File: config.mk
export PLATFORM = sky130hd
export DESIGN_NAME = mem_access_unit_flat
export DESIGN_NICKNAME = d
export VERILOG_FILES = /design/src/rtl/mem_access_unit_if.sv /design/src/rtl/mem_access_unit.sv /design/src/flat_wrapper.sv
export SDC_FILE = /design/constraint.sdc
export NUM_CORES = 1
export LEC_CHECK = 0
export ABC_CLOCK_PERIOD_IN_PS = 2300
export CAP_MARGIN = 0
export CORE_MARGIN = 8
export CORE_UTILIZATION = 50
export DETAILED_ROUTE_END_ITERATION = 8
export GPL_TIMING_DRIVEN = 0
export PLACE_DENSITY = 0.92
export SLEW_MARGIN = 15
export SYNTH_ARGS = -nofsm -noshare
export SYNTH_HDL_FRONTEND = slang
export SYNTH_SLANG_ARGS = --single-unit
File: constraint.sdc
create_clock -name clk_i -period 2.3 [get_ports clk_i]
set_input_delay 0.23 -clock clk_i [delete_from_list [all_inputs] [get_ports clk_i]]
set_output_delay 0.23 -clock clk_i [all_outputs]
set_load 0.1 [all_outputs]
File: src/rtl/mem_access_unit_if.sv
// Request, write-back and data-memory signals of mem_access_unit.
// Port suffixes (_i/_o) are named from the unit's point of view.
interface mem_access_unit_if #(
   parameter int AW = 32,
   parameter int DW = 32
) ();
   logic          req_valid_i;
   logic          req_ready_o;
   logic          req_we_i;
   logic [1:0]    req_size_i;
   logic          req_signed_i;
   logic [AW-1:0] req_addr_i;
   logic [DW-1:0] req_wdata_i;
   logic [4:0]    req_rd_i;

   logic          wb_valid_o;
   logic [DW-1:0] wb_data_o;
   logic [4:0]    wb_rd_o;
   logic          st_done_o;
   logic          err_o;

   logic          dm_ren_o;
   logic          dm_wen_o;
   logic [AW-1:0] dm_addr_o;
   logic [DW-1:0] dm_wdata_o;
   logic [DW-1:0] dm_rdata_i;

   modport slave (
      input  req_valid_i, req_we_i, req_size_i, req_signed_i,
             req_addr_i, req_wdata_i, req_rd_i, dm_rdata_i,
      output req_ready_o, wb_valid_o, wb_data_o, wb_rd_o,
             st_done_o, err_o, dm_ren_o, dm_wen_o, dm_addr_o, dm_wdata_o
   );

   modport master (
      output req_valid_i, req_we_i, req_size_i, req_signed_i,
             req_addr_i, req_wdata_i, req_rd_i, dm_rdata_i,
      input  req_ready_o, wb_valid_o, wb_data_o, wb_rd_o,
             st_done_o, err_o, dm_ren_o, dm_wen_o, dm_addr_o, dm_wdata_o
   );
endinterface

File: src/rtl/mem_access_unit.sv
// Load/store stage in front of a word-wide data memory: byte-to-word address
// conversion, read-modify-write for sub-word stores, aligned/extended loads.
module mem_access_unit #(
   parameter int AW = 32,
   parameter int DW = 32
) (
   input  logic             clk_i,
   input  logic             rst_i,
   mem_access_unit_if.slave bus
);

   typedef enum logic [2:0] {
      S_IDLE   = 3'd0,
      S_LD     = 3'd1,
      S_ST     = 3'd2,
      S_RMW_RD = 3'd3,
      S_RMW_WR = 3'd4,
      S_ERR    = 3'd5
   } state_e;

   state_e        state_q, state_d;
   logic          we_q;
   logic [1:0]    size_q;
   logic          signed_q;
   logic [AW-1:0] addr_q;
   logic [DW-1:0] wdata_q;
   logic [4:0]    rd_q;
   logic [DW-1:0] merge_q, merge_d;
   logic [DW-1:0] dm_wdata_q, dm_wdata_d;
   logic          wb_valid_q;
   logic [DW-1:0] wb_data_q;
   logic [4:0]    wb_rd_q;
   logic          st_done_q;
   logic          err_q;
   logic          accept_s;
   logic [1:0]    lane_s;

   function automatic logic misaligned_f(input logic [1:0] size, input logic [1:0] a);
      logic m;
      case (size)
         2'b00:   m = 1'b0;
         2'b01:   m = a[0];
         2'b10:   m = (a != 2'b00);
         default: m = 1'b1;
      endcase
      return m;
   endfunction

   function automatic logic [DW-1:0] load_extract_f(input logic [DW-1:0] word,
                                                    input logic [1:0]    size,
                                                    input logic [1:0]    lane,
                                                    input logic          sgn);
      logic [7:0]    b;
      logic [15:0]   h;
      logic [DW-1:0] r;
      case (lane)
         2'd0:    b = word[7:0];
         2'd1:    b = word[15:8];
         2'd2:    b = word[23:16];
         2'd3:    b = word[31:24];
         default: b = word[7:0];
      endcase
      h = lane[1] ? word[31:16] : word[15:0];
      case (size)
         2'b00:   r = {{24{sgn & b[7]}}, b};
         2'b01:   r = {{16{sgn & h[15]}}, h};
         default: r = word;
      endcase
      return r;
   endfunction

   function automatic logic [DW-1:0] store_merge_f(input logic [DW-1:0] old,
                                                   input logic [DW-1:0] wd,
                                                   input logic [1:0]    size,
                                                   input logic [1:0]    lane);
      logic [DW-1:0] r;
      r = old;
      case (size)
         2'b00: begin
            case (lane)
               2'd0:    r[7:0]   = wd[7:0];
               2'd1:    r[15:8]  = wd[7:0];
               2'd2:    r[23:16] = wd[7:0];
               2'd3:    r[31:24] = wd[7:0];
               default: r[7:0]   = wd[7:0];
            endcase
         end
         2'b01: begin
            if (lane[1]) begin
               r[31:16] = wd[15:0];
            end else begin
               r[15:0] = wd[15:0];
            end
         end
         default: r = wd;
      endcase
      return r;
   endfunction

   assign accept_s = bus.req_valid_i & (state_q == S_IDLE);
   assign lane_s   = addr_q[1:0];

   // Next-state decode; the request fields are only looked at in IDLE.
   always_comb begin
      state_d = state_q;
      merge_d = merge_q;
      case (state_q)
         S_IDLE: begin
            if (accept_s) begin
               if (misaligned_f(bus.req_size_i, bus.req_addr_i[1:0])) begin
                  state_d = S_ERR;
               end else if (!bus.req_we_i) begin
                  state_d = S_LD;
               end else if (bus.req_size_i == 2'b10) begin
                  state_d = S_ST;
               end else begin
                  state_d = S_RMW_RD;
               end
            end else begin
               state_d = S_IDLE;
            end
         end
         S_LD:     state_d = S_IDLE;
         S_ST:     state_d = S_IDLE;
         S_RMW_RD: begin
            merge_d = bus.dm_rdata_i;
            state_d = S_RMW_WR;
         end
         S_RMW_WR: state_d = S_IDLE;
         S_ERR:    state_d = S_IDLE;
         default:  state_d = S_IDLE;
      endcase
   end

   // Write data is live in the two write states and otherwise holds its last value.
   always_comb begin
      case (state_q)
         S_ST:     dm_wdata_d = wdata_q;
         S_RMW_WR: dm_wdata_d = store_merge_f(merge_q, wdata_q, size_q, lane_s);
         default:  dm_wdata_d = dm_wdata_q;
      endcase
   end

   always_ff @(posedge clk_i) begin
      if (rst_i) begin
         state_q    <= S_IDLE;
         merge_q    <= '0;
         dm_wdata_q <= '0;
      end else begin
         state_q    <= state_d;
         merge_q    <= merge_d;
         dm_wdata_q <= dm_wdata_d;
      end
   end

   always_ff @(posedge clk_i) begin
      if (rst_i) begin
         we_q     <= 1'b0;
         size_q   <= 2'b00;
         signed_q <= 1'b0;
         addr_q   <= '0;
         wdata_q  <= '0;
         rd_q     <= 5'd0;
      end else if (accept_s) begin
         we_q     <= bus.req_we_i;
         size_q   <= bus.req_size_i;
         signed_q <= bus.req_signed_i;
         addr_q   <= bus.req_addr_i;
         wdata_q  <= bus.req_wdata_i;
         rd_q     <= bus.req_rd_i;
      end
   end

   // Completion pulses trail the producing state by one cycle.
   always_ff @(posedge clk_i) begin
      if (rst_i) begin
         wb_valid_q <= 1'b0;
         wb_data_q  <= '0;
         wb_rd_q    <= 5'd0;
         st_done_q  <= 1'b0;
         err_q      <= 1'b0;
      end else begin
         wb_valid_q <= (state_q == S_LD);
         st_done_q  <= (state_q == S_ST) || (state_q == S_RMW_WR);
         err_q      <= (state_q == S_ERR);
         if (state_q == S_LD) begin
            wb_data_q <= load_extract_f(bus.dm_rdata_i, size_q, lane_s, signed_q);
            wb_rd_q   <= rd_q;
         end
      end
   end

   // Enables are masked by reset so the memory is never touched while rst_i is high.
   assign bus.dm_ren_o    = ~rst_i & ((state_q == S_LD) || (state_q == S_RMW_RD));
   assign bus.dm_wen_o    = ~rst_i & we_q & ((state_q == S_ST) || (state_q == S_RMW_WR));
   assign bus.dm_addr_o   = {2'b00, addr_q[AW-1:2]};
   assign bus.dm_wdata_o  = dm_wdata_d;
   assign bus.req_ready_o = (state_q == S_IDLE);
   assign bus.wb_valid_o  = wb_valid_q;
   assign bus.wb_data_o   = wb_data_q;
   assign bus.wb_rd_o     = wb_rd_q;
   assign bus.st_done_o   = st_done_q;
   assign bus.err_o       = err_q;

endmodule

File: src/flat_wrapper.sv
// flat-port wrapper written by rule: the top's interface ports become plain ports
module mem_access_unit_flat 
#(
   parameter int AW = 32,
   parameter int DW = 32
)
  (clk_i, rst_i, bus_req_valid_i, bus_req_we_i, bus_req_size_i, bus_req_signed_i, bus_req_addr_i, bus_req_wdata_i, bus_req_rd_i, bus_dm_rdata_i, bus_req_ready_o, bus_wb_valid_o, bus_wb_data_o, bus_wb_rd_o, bus_st_done_o, bus_err_o, bus_dm_ren_o, bus_dm_wen_o, bus_dm_addr_o, bus_dm_wdata_o);
  mem_access_unit_if #(.AW(AW), .DW(DW)) bus_i ();
  input  logic clk_i;
  input  logic rst_i;
  input wire logic [$bits(bus_i.req_valid_i)-1:0] bus_req_valid_i;
  input wire logic [$bits(bus_i.req_we_i)-1:0] bus_req_we_i;
  input wire logic [$bits(bus_i.req_size_i)-1:0] bus_req_size_i;
  input wire logic [$bits(bus_i.req_signed_i)-1:0] bus_req_signed_i;
  input wire logic [$bits(bus_i.req_addr_i)-1:0] bus_req_addr_i;
  input wire logic [$bits(bus_i.req_wdata_i)-1:0] bus_req_wdata_i;
  input wire logic [$bits(bus_i.req_rd_i)-1:0] bus_req_rd_i;
  input wire logic [$bits(bus_i.dm_rdata_i)-1:0] bus_dm_rdata_i;
  output wire logic [$bits(bus_i.req_ready_o)-1:0] bus_req_ready_o;
  output wire logic [$bits(bus_i.wb_valid_o)-1:0] bus_wb_valid_o;
  output wire logic [$bits(bus_i.wb_data_o)-1:0] bus_wb_data_o;
  output wire logic [$bits(bus_i.wb_rd_o)-1:0] bus_wb_rd_o;
  output wire logic [$bits(bus_i.st_done_o)-1:0] bus_st_done_o;
  output wire logic [$bits(bus_i.err_o)-1:0] bus_err_o;
  output wire logic [$bits(bus_i.dm_ren_o)-1:0] bus_dm_ren_o;
  output wire logic [$bits(bus_i.dm_wen_o)-1:0] bus_dm_wen_o;
  output wire logic [$bits(bus_i.dm_addr_o)-1:0] bus_dm_addr_o;
  output wire logic [$bits(bus_i.dm_wdata_o)-1:0] bus_dm_wdata_o;
  assign bus_i.req_valid_i = bus_req_valid_i;
  assign bus_i.req_we_i = bus_req_we_i;
  assign bus_i.req_size_i = bus_req_size_i;
  assign bus_i.req_signed_i = bus_req_signed_i;
  assign bus_i.req_addr_i = bus_req_addr_i;
  assign bus_i.req_wdata_i = bus_req_wdata_i;
  assign bus_i.req_rd_i = bus_req_rd_i;
  assign bus_i.dm_rdata_i = bus_dm_rdata_i;
  assign bus_req_ready_o = bus_i.req_ready_o;
  assign bus_wb_valid_o = bus_i.wb_valid_o;
  assign bus_wb_data_o = bus_i.wb_data_o;
  assign bus_wb_rd_o = bus_i.wb_rd_o;
  assign bus_st_done_o = bus_i.st_done_o;
  assign bus_err_o = bus_i.err_o;
  assign bus_dm_ren_o = bus_i.dm_ren_o;
  assign bus_dm_wen_o = bus_i.dm_wen_o;
  assign bus_dm_addr_o = bus_i.dm_addr_o;
  assign bus_dm_wdata_o = bus_i.dm_wdata_o;
  mem_access_unit #(.AW(AW), .DW(DW)) u_core (.clk_i(clk_i), .rst_i(rst_i), .bus(bus_i));
endmodule
==> flow_summary_export.csv <==
group,metric,value,unit
synthesis,synth-edff-count,0,
power_and_ir_drop,leakage,5.01,nW
drt,wl_met1,12.2,mm
synthesis,avgSynthCellArea,7.77,um^2
floorplan,die_area,21600,um^2
global_route,grt_max_degree,20,
synthesis,synth_cell_types,45,
synthesis,ys.flop_type,"dfxtp_1",
critical_path,critPathRequiredTime,2070,ps
drt,viasPerCell,6.04,
power_and_ir_drop,seqPwrFrac,0.394,
power_and_ir_drop,internal-power,5.63,mW
finish,drive_gt1_frac,0.177,
cts,cts_tree,"yes",
drt,drt_iter0_markers,1124,
worst_hold_path,min_path_type,"in -> reg",
timing,timing.final.ws_setup,-78.6,ps
timing,slew_headroom,0.296,
global_route,grt_pass1_wl,51.0,mm
floorplan,ios,215,
power_and_ir_drop,peakVddDrop,0.648,mV
timing,final.setup.tns,-546,ps
placement,dp_hpwl,23.9,mm
status,violations,"design-rule violations, negative setup slack",
cts,clock_latency,440,ps
global_route,grt_pass1_vias,9429,
timing,setup_viol,12,
floorplan,initial_core_util,0.503,
placement,io_buffer_count,211,
finish,final_cell_mix,"nand2_1 (296), dfxtp_1 (174), clkdlybuf4s50_1 (160), a21oi_1 (148), buf_4 (60)",
synthesis,synth_cells,1104,
global_route,grtUsageTotal,0.297,
finish,fillers,1164,
synthesis,yosysWarnings,0,
power_and_ir_drop,swShare,0.349,
critical_path,critPathMaxFanout,8,
finish,final_area,12600,um^2
cts,clock_path_buffers,2,
drt,route.met2.wl,15.8,mm
synthesis,synth_seq_cells,180,
power_and_ir_drop,powerDensity,686,nW/um^2
cts,cts_buffers,17,
finish,fin_nets,1458,
drt,wl_met3,4.04,mm
drt,totalWireLength,34.0,mm
synthesis,synthArstFlopShare,0,
timing,min_period_over_period,1.03,
floorplan,die_y,147,um
drt,dr.pass1.iters,9,
cts,cts.sink_count,180,
finish,n_antenna_cell,0,
finish,area_delta_synth_final,47.2,%
critical_path,start_kind,"flip-flop",
timing,rsz0062_at_grt,"true",
floorplan,fp.dieW,147,um
drt,vias,9597,
drt,highest_layer,"met4",
timing,worst_pin_slew,1050,ps
cts,cts_hold_buffers,0,
status,status,"finished, violations left",
floorplan,core,17100,um^2
cts,ctsHtreeMaxLevel,4,
power_and_ir_drop,comb_power_share,0.248,
timing,clock_skew,14.6,ps
critical_path,crit_path_end_kind,"output port",
placement,placed_area,11000,um^2
global_route,gr-total-overflow,0,
power_and_ir_drop,netSwitchingPower,3.02,mW
flow_run,drv_cap,0,
floorplan,rows,48,
drt,wl_per_cell,21.4,um
synthesis,syn_area,8570,um^2
finish,final_common_cell,"nand2_1",
placement,dpl_worst_slack,-945,ps
power_and_ir_drop,power,8.65,mW
drt,final_antenna_net_count,0,
cts,root_buffer,"clkbuf_16",
drt,drcViolationCount,2,
timing,drv_slew,0,
cts,clk_pin_slew,80,ps
timing,period_needed,2380,ps
placement,gp_congestion,0.963,
critical_path,crit_type,"reg -> out",
timing,hold_viol,0,
power_and_ir_drop,clkPwrFrac,0.358,
timing,max_clock_freq,420,MHz
critical_path,arrival,2150,ps
global_route,antenna_found_initial,0,
synthesis,ys_seq_area_frac,0.420,
-- state kept, by name, indices dropped and copies added (netlist names) --
| signal | count |
|---|---|
| u_core.addr_q | 32 |
| u_core.bus.wb_data_o | 32 |
| u_core.dm_wdata_q | 32 |
| u_core.merge_q | 32 |
| u_core.wdata_q | 32 |
| u_core.bus.wb_rd_o | 5 |
| u_core.rd_q | 5 |
| u_core.state_q | 3 |
| u_core.size_q | 2 |
| u_core.bus.err_o | 1 |
| u_core.bus.st_done_o | 1 |
| u_core.bus.wb_valid_o | 1 |
| u_core.signed_q | 1 |
| u_core.we_q | 1 |
-- critical path: stages (launching register included) --
cell      delay, ps
dfxtp_2         330
buf_6           130
or3b_1          360
buf_6           150
a211oi_4        190
buf_12          170
a22oi_2          80
nand2_2         120
buf_12          180
-- worst paths after layout --
path	start	to	slack, ps	depth (start not counted)
worst min-delay path	bus_req_addr_i[13]	u_core.addr_q[13]	330	3
worst max register to register	u_core.state_q[0]	u_core.merge_q[21]	120	9
worst max-delay path	u_core.state_q[0]	bus_dm_wdata_o[1]	-80	8
worst min register to register	u_core.rd_q[4]	u_core.rd_q[4]	460	2
-- power by group through the flow --
stage          clock network [mW]  logic (mW)  registers [mW]
3_5_place_dp                    0        1.97            3.46
5_1_grt                      3.26        2.23            3.42
4_1_cts                      3.10        2.07            3.39
2_1_floorplan                   0        1.01            3.76
6_report                     3.10        2.14            3.41
3_3_place_gp                    0        1.95            3.45
-- per-layer routing --
metal,up-vias,GRT usage
met3,163,0.104
met1,4532,0.342
li1,4254,-
met4,0,0.157
met2,648,0.480
met5,-,0
-- cell usage after synthesis (all sizes together), types with 2 or more instances --
| library cell | n | area [um^2] |
|---|---|---|
| a22oi | 22 | 165 |
| and2 | 3 | 18.8 |
| or3b | 2 | 17.5 |
| mux2 | 8 | 90.1 |
| nand2 | 307 | 1150 |
| nand4b | 8 | 70.1 |
| buf | 75 | 459 |
| nand2b | 11 | 68.8 |
| a21o | 2 | 15.0 |
| inv | 3 | 11.3 |
| clkbuf | 44 | 166 |
| nor2 | 40 | 153 |
| a21oi | 148 | 741 |
| dfxtp | 180 | 3600 |
| nand3b | 8 | 60.1 |
| a211oi | 25 | 200 |
| mux2i | 42 | 420 |
| o21ai | 26 | 130 |
| nor2b | 38 | 238 |
| nand3 | 24 | 120 |
| a31oi | 25 | 156 |
| nor3 | 5 | 30.0 |
| o22a | 16 | 140 |
| nor3b | 11 | 87.6 |
| and3 | 8 | 50.1 |
| a221o | 8 | 80.1 |
| a211o | 8 | 70.1 |
-- through the flow --
stage,util,instances,hold slack (ps)
after floorplan,-,1105,366
after global placement,0.645,1541,440
after detailed placement,0.645,1541,446
after CTS,0.713,1581,322
after global routing,0.740,1588,325
final,0.740,1588,329
-- kinds of logic after synthesis --
| group | share of synthesized area |
|---|---|
| other cells | 0.000437 |
| flops | 0.420 |
| compound gates | 0.202 |
| simple gates | 0.243 |
| buf+inv | 0.0743 |
| mux | 0.0595 |
| xor+xnor | 0.00102 |
-- timing repair --
action	4_1_cts	5_1_grt
endpoints found under the setup margin	39	46
pin swaps	19	17
buffers inserted	11	10
resized for setup	349	102
-- layout make-up --
cell class                 count  area (um^2)  share of cell area
buffer                       113          744              0.0590
multi-input combinational    803         4680               0.371
timing repair buffer         232         2650               0.210
clock inverter                15          210              0.0167
tap                          225          282              0.0223
clock buffer                  17          425              0.0337
inverter                       3         11.3            0.000892
sequential                   180         3620               0.287
No activity file was read; power rests on OpenSTA's default activity.
